`src/rtl/execute_pkg.sv`:
```
// Shared constants, ALU function codes and FSM encodings for the riscx EX stage.
package execute_pkg;

    localparam int XLEN          = 32;
    localparam int PC_WIDTH      = 32;
    localparam int INSTR_WIDTH   = 32;
    localparam int REG_IDX_WIDTH = 5;

    localparam logic [3:0] ALU_FUN_ADD  = 4'd0;
    localparam logic [3:0] ALU_FUN_SUB  = 4'd1;
    localparam logic [3:0] ALU_FUN_SLL  = 4'd2;
    localparam logic [3:0] ALU_FUN_SLT  = 4'd3;
    localparam logic [3:0] ALU_FUN_SLTU = 4'd4;
    localparam logic [3:0] ALU_FUN_XOR  = 4'd5;
    localparam logic [3:0] ALU_FUN_SRL  = 4'd6;
    localparam logic [3:0] ALU_FUN_SRA  = 4'd7;
    localparam logic [3:0] ALU_FUN_OR   = 4'd8;
    localparam logic [3:0] ALU_FUN_AND  = 4'd9;
    localparam logic [3:0] ALU_FUN_MUL  = 4'd10;
    localparam logic [3:0] ALU_FUN_DIVU = 4'd11;
    localparam logic [3:0] ALU_FUN_REMU = 4'd12;

    typedef enum logic [1:0] {
        EX_IDLE = 2'd0,
        EX_BUSY = 2'd1,
        EX_DONE = 2'd2
    } ex_state_e;

    typedef enum logic [1:0] {
        MDU_MUL  = 2'd0,
        MDU_DIVU = 2'd1,
        MDU_REMU = 2'd2
    } mdu_op_e;

    function automatic logic is_mdu_fun(input logic [3:0] fun);
        return (fun == ALU_FUN_MUL) || (fun == ALU_FUN_DIVU) || (fun == ALU_FUN_REMU);
    endfunction

    function automatic mdu_op_e mdu_op_of(input logic [3:0] fun);
        case (fun)
            ALU_FUN_DIVU: return MDU_DIVU;
            ALU_FUN_REMU: return MDU_REMU;
            default:      return MDU_MUL;
        endcase
    endfunction

endpackage

```
`src/rtl/execute_mdu.sv`:
```
// Iterative multiply / unsigned divide unit: one shift-add or restoring-divide step per clock.
module execute_mdu
    import execute_pkg::*;
#(
    parameter int W = XLEN
) (
    input  logic         clk,
    input  logic         rst_n,
    input  logic         flush_i,
    input  logic         hold_i,
    input  logic         start_i,
    input  mdu_op_e      op_i,
    input  logic [W-1:0] a_i,
    input  logic [W-1:0] b_i,
    output logic         busy_o,
    output logic         done_o,
    output logic [W-1:0] result_o
);

    ex_state_e    state_q;
    mdu_op_e      op_q;
    logic [5:0]   cnt_q;
    logic [W-1:0] acc_q;
    logic [W-1:0] opA_q;
    logic [W-1:0] opB_q;

    logic [W-1:0] mulSum;
    logic [W:0]   remShift;
    logic [W:0]   remTrial;

    // acc holds the product (MUL) or partial remainder (DIV); opA doubles as the quotient shift register.
    always_comb begin
        mulSum   = opB_q[0] ? (acc_q + opA_q) : acc_q;
        remShift = {acc_q, opA_q[W-1]};
        remTrial = remShift - {1'b0, opB_q};
    end

    always_ff @(posedge clk) begin
        if (!rst_n) begin
            state_q <= EX_IDLE;
            op_q    <= MDU_MUL;
            cnt_q   <= '0;
            acc_q   <= '0;
            opA_q   <= '0;
            opB_q   <= '0;
        end else if (flush_i) begin
            state_q <= EX_IDLE;
            cnt_q   <= '0;
        end else begin
            case (state_q)
                EX_IDLE: begin
                    if (start_i) begin
                        state_q <= EX_BUSY;
                        op_q    <= op_i;
                        cnt_q   <= '0;
                        acc_q   <= '0;
                        opA_q   <= a_i;
                        opB_q   <= b_i;
                    end
                end
                EX_BUSY: begin
                    if (op_q == MDU_MUL) begin
                        acc_q <= mulSum;
                        opA_q <= opA_q << 1;
                        opB_q <= opB_q >> 1;
                    end else if (remTrial[W]) begin
                        acc_q <= remShift[W-1:0];
                        opA_q <= {opA_q[W-2:0], 1'b0};
                    end else begin
                        acc_q <= remTrial[W-1:0];
                        opA_q <= {opA_q[W-2:0], 1'b1};
                    end
                    if (cnt_q == 6'(W - 1)) begin
                        state_q <= EX_DONE;
                    end else begin
                        cnt_q <= cnt_q + 6'd1;
                    end
                end
                EX_DONE: begin
                    if (!hold_i) begin
                        state_q <= EX_IDLE;
                        cnt_q   <= '0;
                    end
                end
                default: begin
                    state_q <= EX_IDLE;
                    cnt_q   <= '0;
                end
            endcase
        end
    end

    assign busy_o   = (state_q == EX_BUSY);
    assign done_o   = (state_q == EX_DONE);
    assign result_o = (op_q == MDU_DIVU) ? opA_q : acc_q;

endmodule

```
`src/rtl/execute.sv`:
```
// riscx EX stage: single-cycle ALU, iterative MDU, stall/flush control and the EX/MEM register.
module execute
    import execute_pkg::*;
(
    input  logic                     clk,
    input  logic                     rst_n,
    input  logic                     id_ex_valid_i,
    input  logic [PC_WIDTH-1:0]      id_ex_pc_i,
    input  logic [INSTR_WIDTH-1:0]   id_ex_instr_i,
    input  logic [XLEN-1:0]          id_ex_alu_op1_i,
    input  logic [XLEN-1:0]          id_ex_alu_op2_i,
    input  logic [3:0]               id_ex_alu_fun_i,
    input  logic [REG_IDX_WIDTH-1:0] id_ex_rd_idx_i,
    input  logic                     id_ex_rd_en_i,
    input  logic                     flush_i,
    input  logic                     mem_stall_i,
    output logic                     ex_stall_o,
    output logic                     ex_mem_valid_o,
    output logic [PC_WIDTH-1:0]      ex_mem_pc_o,
    output logic [INSTR_WIDTH-1:0]   ex_mem_instr_o,
    output logic [XLEN-1:0]          ex_mem_result_o,
    output logic [REG_IDX_WIDTH-1:0] ex_mem_rd_idx_o,
    output logic                     ex_mem_rd_en_o
);

    logic                     isMdu;
    logic                     mduStart;
    logic                     mduBusy;
    logic                     mduDone;
    logic [XLEN-1:0]          mduResult;
    logic [XLEN-1:0]          aluResult;
    logic [4:0]               shamt;

    logic                     valid_q;
    logic [PC_WIDTH-1:0]      pc_q;
    logic [INSTR_WIDTH-1:0]   instr_q;
    logic [XLEN-1:0]          result_q;
    logic [REG_IDX_WIDTH-1:0] rdIdx_q;
    logic                     rdEn_q;

    assign isMdu    = id_ex_valid_i && is_mdu_fun(id_ex_alu_fun_i);
    assign mduStart = isMdu && !mduBusy && !mduDone && !flush_i;
    assign ex_stall_o = rst_n && !flush_i && id_ex_valid_i
                      && ((isMdu && !mduDone) || mem_stall_i);

    execute_mdu #(.W(XLEN)) u_mdu (
        .clk      (clk),
        .rst_n    (rst_n),
        .flush_i  (flush_i),
        .hold_i   (mem_stall_i),
        .start_i  (mduStart),
        .op_i     (mdu_op_of(id_ex_alu_fun_i)),
        .a_i      (id_ex_alu_op1_i),
        .b_i      (id_ex_alu_op2_i),
        .busy_o   (mduBusy),
        .done_o   (mduDone),
        .result_o (mduResult)
    );

    assign shamt = id_ex_alu_op2_i[4:0];

    always_comb begin
        aluResult = '0;
        case (id_ex_alu_fun_i)
            ALU_FUN_ADD:  aluResult = id_ex_alu_op1_i + id_ex_alu_op2_i;
            ALU_FUN_SUB:  aluResult = id_ex_alu_op1_i - id_ex_alu_op2_i;
            ALU_FUN_SLL:  aluResult = id_ex_alu_op1_i << shamt;
            ALU_FUN_SLT:  aluResult = {{(XLEN-1){1'b0}},
                                       $signed(id_ex_alu_op1_i) < $signed(id_ex_alu_op2_i)};
            ALU_FUN_SLTU: aluResult = {{(XLEN-1){1'b0}}, id_ex_alu_op1_i < id_ex_alu_op2_i};
            ALU_FUN_XOR:  aluResult = id_ex_alu_op1_i ^ id_ex_alu_op2_i;
            ALU_FUN_SRL:  aluResult = id_ex_alu_op1_i >> shamt;
            ALU_FUN_SRA:  aluResult = $unsigned($signed(id_ex_alu_op1_i) >>> shamt);
            ALU_FUN_OR:   aluResult = id_ex_alu_op1_i | id_ex_alu_op2_i;
            ALU_FUN_AND:  aluResult = id_ex_alu_op1_i & id_ex_alu_op2_i;
            default:      aluResult = '0;
        endcase
    end

    // A multi-cycle op not yet in DONE leaves a bubble; flush beats mem_stall.
    always_ff @(posedge clk) begin
        if (!rst_n) begin
            valid_q  <= 1'b0;
            pc_q     <= '0;
            instr_q  <= '0;
            result_q <= '0;
            rdIdx_q  <= '0;
            rdEn_q   <= 1'b0;
        end else if (flush_i) begin
            valid_q <= 1'b0;
            rdEn_q  <= 1'b0;
        end else if (!mem_stall_i) begin
            if (!id_ex_valid_i || (isMdu && !mduDone)) begin
                valid_q <= 1'b0;
                rdEn_q  <= 1'b0;
            end else begin
                valid_q  <= 1'b1;
                pc_q     <= id_ex_pc_i;
                instr_q  <= id_ex_instr_i;
                result_q <= isMdu ? mduResult : aluResult;
                rdIdx_q  <= id_ex_rd_idx_i;
                rdEn_q   <= id_ex_rd_en_i;
            end
        end
    end

    assign ex_mem_valid_o  = valid_q;
    assign ex_mem_pc_o     = pc_q;
    assign ex_mem_instr_o  = instr_q;
    assign ex_mem_result_o = result_q;
    assign ex_mem_rd_idx_o = rdIdx_q;
    assign ex_mem_rd_en_o  = rdEn_q;

endmodule

```
`config.mk`:
```
export PLATFORM = sky130hd
export DESIGN_NAME = execute
export DESIGN_NICKNAME = d
export VERILOG_FILES = /design/src/rtl/execute_pkg.sv /design/src/rtl/execute_mdu.sv /design/src/rtl/execute.sv
export SDC_FILE = /design/constraint.sdc
export NUM_CORES = 1
export LEC_CHECK = 0
export BUFFER_PORTS_ARGS = -buffer_cell sky130_fd_sc_hd__buf_2
export CAP_MARGIN = 25
export CORE_MARGIN = 1.5
export CORE_UTILIZATION = 30
export CTS_BUF_LIST = sky130_fd_sc_hd__clkbuf_8
export DETAILED_ROUTE_END_ITERATION = 10
export GPL_TIMING_DRIVEN = 0
export PLACE_DENSITY = 0.47
export SETUP_SLACK_MARGIN = 0.3
export SLEW_MARGIN = 15
export SYNTH_ARGS = -nofsm -noshare
export SYNTH_HDL_FRONTEND = slang
export SYNTH_SLANG_ARGS = --single-unit
```
`constraint.sdc`:
```
create_clock -name clk -period 3.6 [get_ports clk]
set_input_delay 0 -clock clk [delete_from_list [all_inputs] [get_ports clk]]
set_output_delay 0 -clock clk [all_outputs]
set_load 0.1 [all_outputs]
```
==> results by group <==
Worst setup path
  – Slowest-stage cell, CP: or3_4
  – CP peak stage delay: about 0.42 ns
  – Worst path bufs/invs: 5
  – Critical-path cell list: inv_4 > ha_4 > inv_2 > fa_2 > a211oi_2 > o211a_1 > or3_4 > a211oi_4 > o21ai_4 > o21ai_4 > xor2_4 > buf_12 > buf_12 > buf_16 > a311o_1 > a22o_1
  – CP Capture Type: flop
  – Kind of critical path: flop to flop
  – CP Max Fanout: 5
  – CP startpoint: u_mdu.opA_q[31]
  – CP required: 4.10 ns
  – Startpoint types: flop
  – Arr. time, crit path: 3.86 ns
  – Family with the most delay on the worst path: compound AO/OA/AOI/OAI gates
  – Reg2reg start: u_mdu.opA_q[31]

Finish
  – Layout cells sized above 1: 0.1675
  – Most frequent cells in the layout: nand2_1, nor2_1, a21oi_1
  – Finished Cell Area: roughly 26000 sq um
  – Fill count: 6956
  – Net count, final: 3496
  – Area growth, synth to finish: 28.18%
  – Most common cell after layout, fill and taps aside: nand2_1

Timing
  – Setup TNS: 0 ns
  – Crit share post-route: 0.9333
  – Worst slew margin: 0.2568
  – Final min period: 3.360 ns
  – Fin. Hold Viols: 0
  – Worst slew pin tran: roughly 1.1 ns
  – Setup violators final: 0
  – Skew final: about 0.044 ns
  – Fmax: about 0.30 GHz
  – Slew Limit Fails: 0
  – RSZ-0062 raised after global routing: yes

Clock network
  – CTS root buf: clkbuf_8
  – Clock Pin Slew Worst Setup and Hold Paths: 0.07 ns
  – CTS H-tree depth: 2
  – Clock sink count: between 200 and 250
  – Number of CTS-inserted buffers: 43
  – Worst-case clock buffer depth: 3
  – Clk_lat worst skew: around 0.65 ns
  – CTS tree: built

Pwr
  – Flop pwr share: 0.288
  – Comb pwr share: 0.373
  – Clock share of power: 0.338
  – PD cells: 326.6 nW/um^2
  – NetSw: 3.302 mW
  – Sw Share: 0.3912
  – Maximum vdd ir drop: between 0.2 and 0.25 mV
  – Leak: 11.06 nW
  – Total power: about 8.4 mW
  – Internal: 5.139 mW

Global routing
  – Congestion Overflow GR: 0
  – Initial antenna violation count: 9
  – GRT Resource Usage Total: 0.3100
  – Vias in the first global route: around 23000
  – Pin count of the biggest net entering global routing: 14
  – Global-route wire length before repair: 158500 microns

Place
  – IO Port Bufs: around 250
  – Placer Congestion: around 1
  – DP Wirelength: 87890 microns
  – Placed Area: 22580 sq um

Hold path
  – Min-Delay Path Class: primary input to flop
  – Hold path startpoint: id_ex_alu_fun_i[2]

Job
  – Number of maximum-capacitance violations: 0

Die
  – Starting density of the core: 0.3050
  – Die area: just under 70000 sq um
  – Die W: 262.2 microns
  – Die height: 262.2 microns
  – # IOs: between 200 and 250
  – Core box area: 66100 sq um
  – Row Count: 94

Drt
  – WL/cell: 27.14 microns
  – DR pass1 iterations: 10
  – Drt total wl: 110900 microns
  – Initial DRC Count: approximately 1800
  – Via density: approximately 5.8
  – Via count: 23500
  – Routed Antenna Nets: 0
  – # DRC: 2

Status
  – Failing checks: DRC
  – Status: finished, violations left

Yosys
  – Post-Syn Area: 20160 sq um
  – Synth cell types: 89
  – Seq/Total Area, Yosys: 0.2075
  – Post-synth net total: 3032
  – Asr flop ratio synth: 0
  – Average size of a mapped cell: 7.409 sq um
  – Warnings from Yosys: 0
  – Number of synthesized register bits: 209
  – Cells after Synth: 2721
  – Most used DFF post-synth: dfxtp_1
  – Post-synth EDFFs: 0
-- metal layers --
| metal | GRT usage | share of wire | vias to the layer above |
|---|---|---|---|
| met5 | 0 | 0.00034 | - |
| met4 | 0.1441 | 0.050 | 6 |
| met3 | 0.04618 | 0.065 | 234 |
| met2 | 0.5277 | 0.47 | 967 |
| met1 | 0.3844 | 0.41 | 11440 |
| li1 | - | - | 10860 |
-- flip-flops by register name (all words and copies together) (netlist names) --
register and flops:
u_mdu.op_q 2, u_mdu.opA_q 32, u_mdu.opB_q 32, ex_mem_valid_o 1, u_mdu.state_q 2, u_mdu.acc_q 32, ex_mem_pc_o 32, ex_mem_rd_en_o 1
ex_mem_rd_idx_o 5, ex_mem_instr_o 32, u_mdu.cnt_q 6, ex_mem_result_o 32
-- cell type report --
cell class / instances / area, sq um / share of cell area
timing repair buffer: 419 / 3047 / 0.1179
tap: 864 / 1081 / 0.04183
buffer: 190 / 875.8 / 0.03389
clock buffer: 57 / 784.5 / 0.03036
antenna: 4 / 10.01 / 0.0003874
multi-input combinational: 2175 / 15120 / 0.5850
sequential: 209 / 4197 / 0.1624
clock inverter: 20 / 166.4 / 0.006440
inverter: 147 / 563.0 / 0.02179
-- synthesized netlist by cell type, types with 18 or more instances --
cell / n / area share
nand3_1: 29 / 0.0072
clkbuf_1: 153 / 0.028
a2111oi_0: 20 / 0.0087
xnor2_1: 36 / 0.016
a22oi_1: 27 / 0.010
a211oi_1: 56 / 0.021
o211ai_1: 56 / 0.021
buf_1: 19 / 0.0035
a21o_1: 59 / 0.022
nor3_1: 50 / 0.012
mux4_2: 51 / 0.057
a31oi_1: 32 / 0.0099
o21ai_0: 205 / 0.051
xor2_1: 25 / 0.011
dfxtp_1: 209 / 0.21
mux2i_1: 106 / 0.053
nand2_1: 335 / 0.062
nand2b_1: 33 / 0.010
a21oi_1: 263 / 0.065
o22ai_1: 18 / 0.0056
inv_1: 145 / 0.027
nor2_1: 300 / 0.056
ha_1: 164 / 0.10
a221oi_1: 26 / 0.011
o221ai_1: 19 / 0.0083
-- logic make-up after synthesis --
group / after synthesis / synth area share
AO/OA/AOI/OAI: 932 / 0.2985
AND/OR/NAND/NOR: 850 / 0.1823
buffers and inverters: 337 / 0.06560
flip-flops: 209 / 0.2075
adder cells (fa/ha/maj): 168 / 0.1058
multiplexers: 163 / 0.1130
XOR/XNOR: 62 / 0.02731
-- worst register-to-register path: cells and delay by family, from the launching register on --
kind	cells	cell delay (ns)
flip-flops	1	0.37
AO/OA/AOI/OAI	7	1.42
buffers and inverters	5	0.52
XOR/XNOR	1	0.10
AND/OR/NAND/NOR	1	0.42
adder cells (fa/ha/maj)	2	0.38
-- power by group through the flow --
stage               sequential, mW  clock, mW  combinational [mW]
floorplan                     2.80          0                1.42
finish                        2.43       2.86                3.15
global placement              2.48          0                2.65
global route                  2.44       3.02                3.31
CTS                           2.43       2.93                3.05
detailed placement            2.48          0                2.65
-- stage by stage --
step                cells    util  setup WS [ns]  hold slack (ns)
CTS                  4078  0.3858         0.1489         0.002551
floorplan            2721       -         0.4182           0.1325
global placement     3831  0.3400         -1.557           0.2422
finish               4085  0.3909         0.2401          0.04528
global route         4083  0.3909         0.1544          0.09400
detailed placement   3840  0.3416         -1.435           0.2467
-- path summary, 6_finish.rpt --
path | slack (ns) | to | cells after the start
worst max-delay path | 0.24 | u_mdu.acc_q[10] | 16
worst min-delay path | 0.05 | ex_mem_result_o[0] | 5
worst max register to register | 0.24 | u_mdu.acc_q[10] | 16
worst min register to register | 0.45 | ex_mem_instr_o[24] | 2
-- repair_timing --
item,in CTS,in global routing
cloned,3,0
setup endpoints to repair,115,99
gates resized for setup,87,88
endpoints found under the hold margin,135,0
hold buffers,138,0
pin swaps,20,21
setup buffers,20,1
Power figures use the tool's default switching activity.
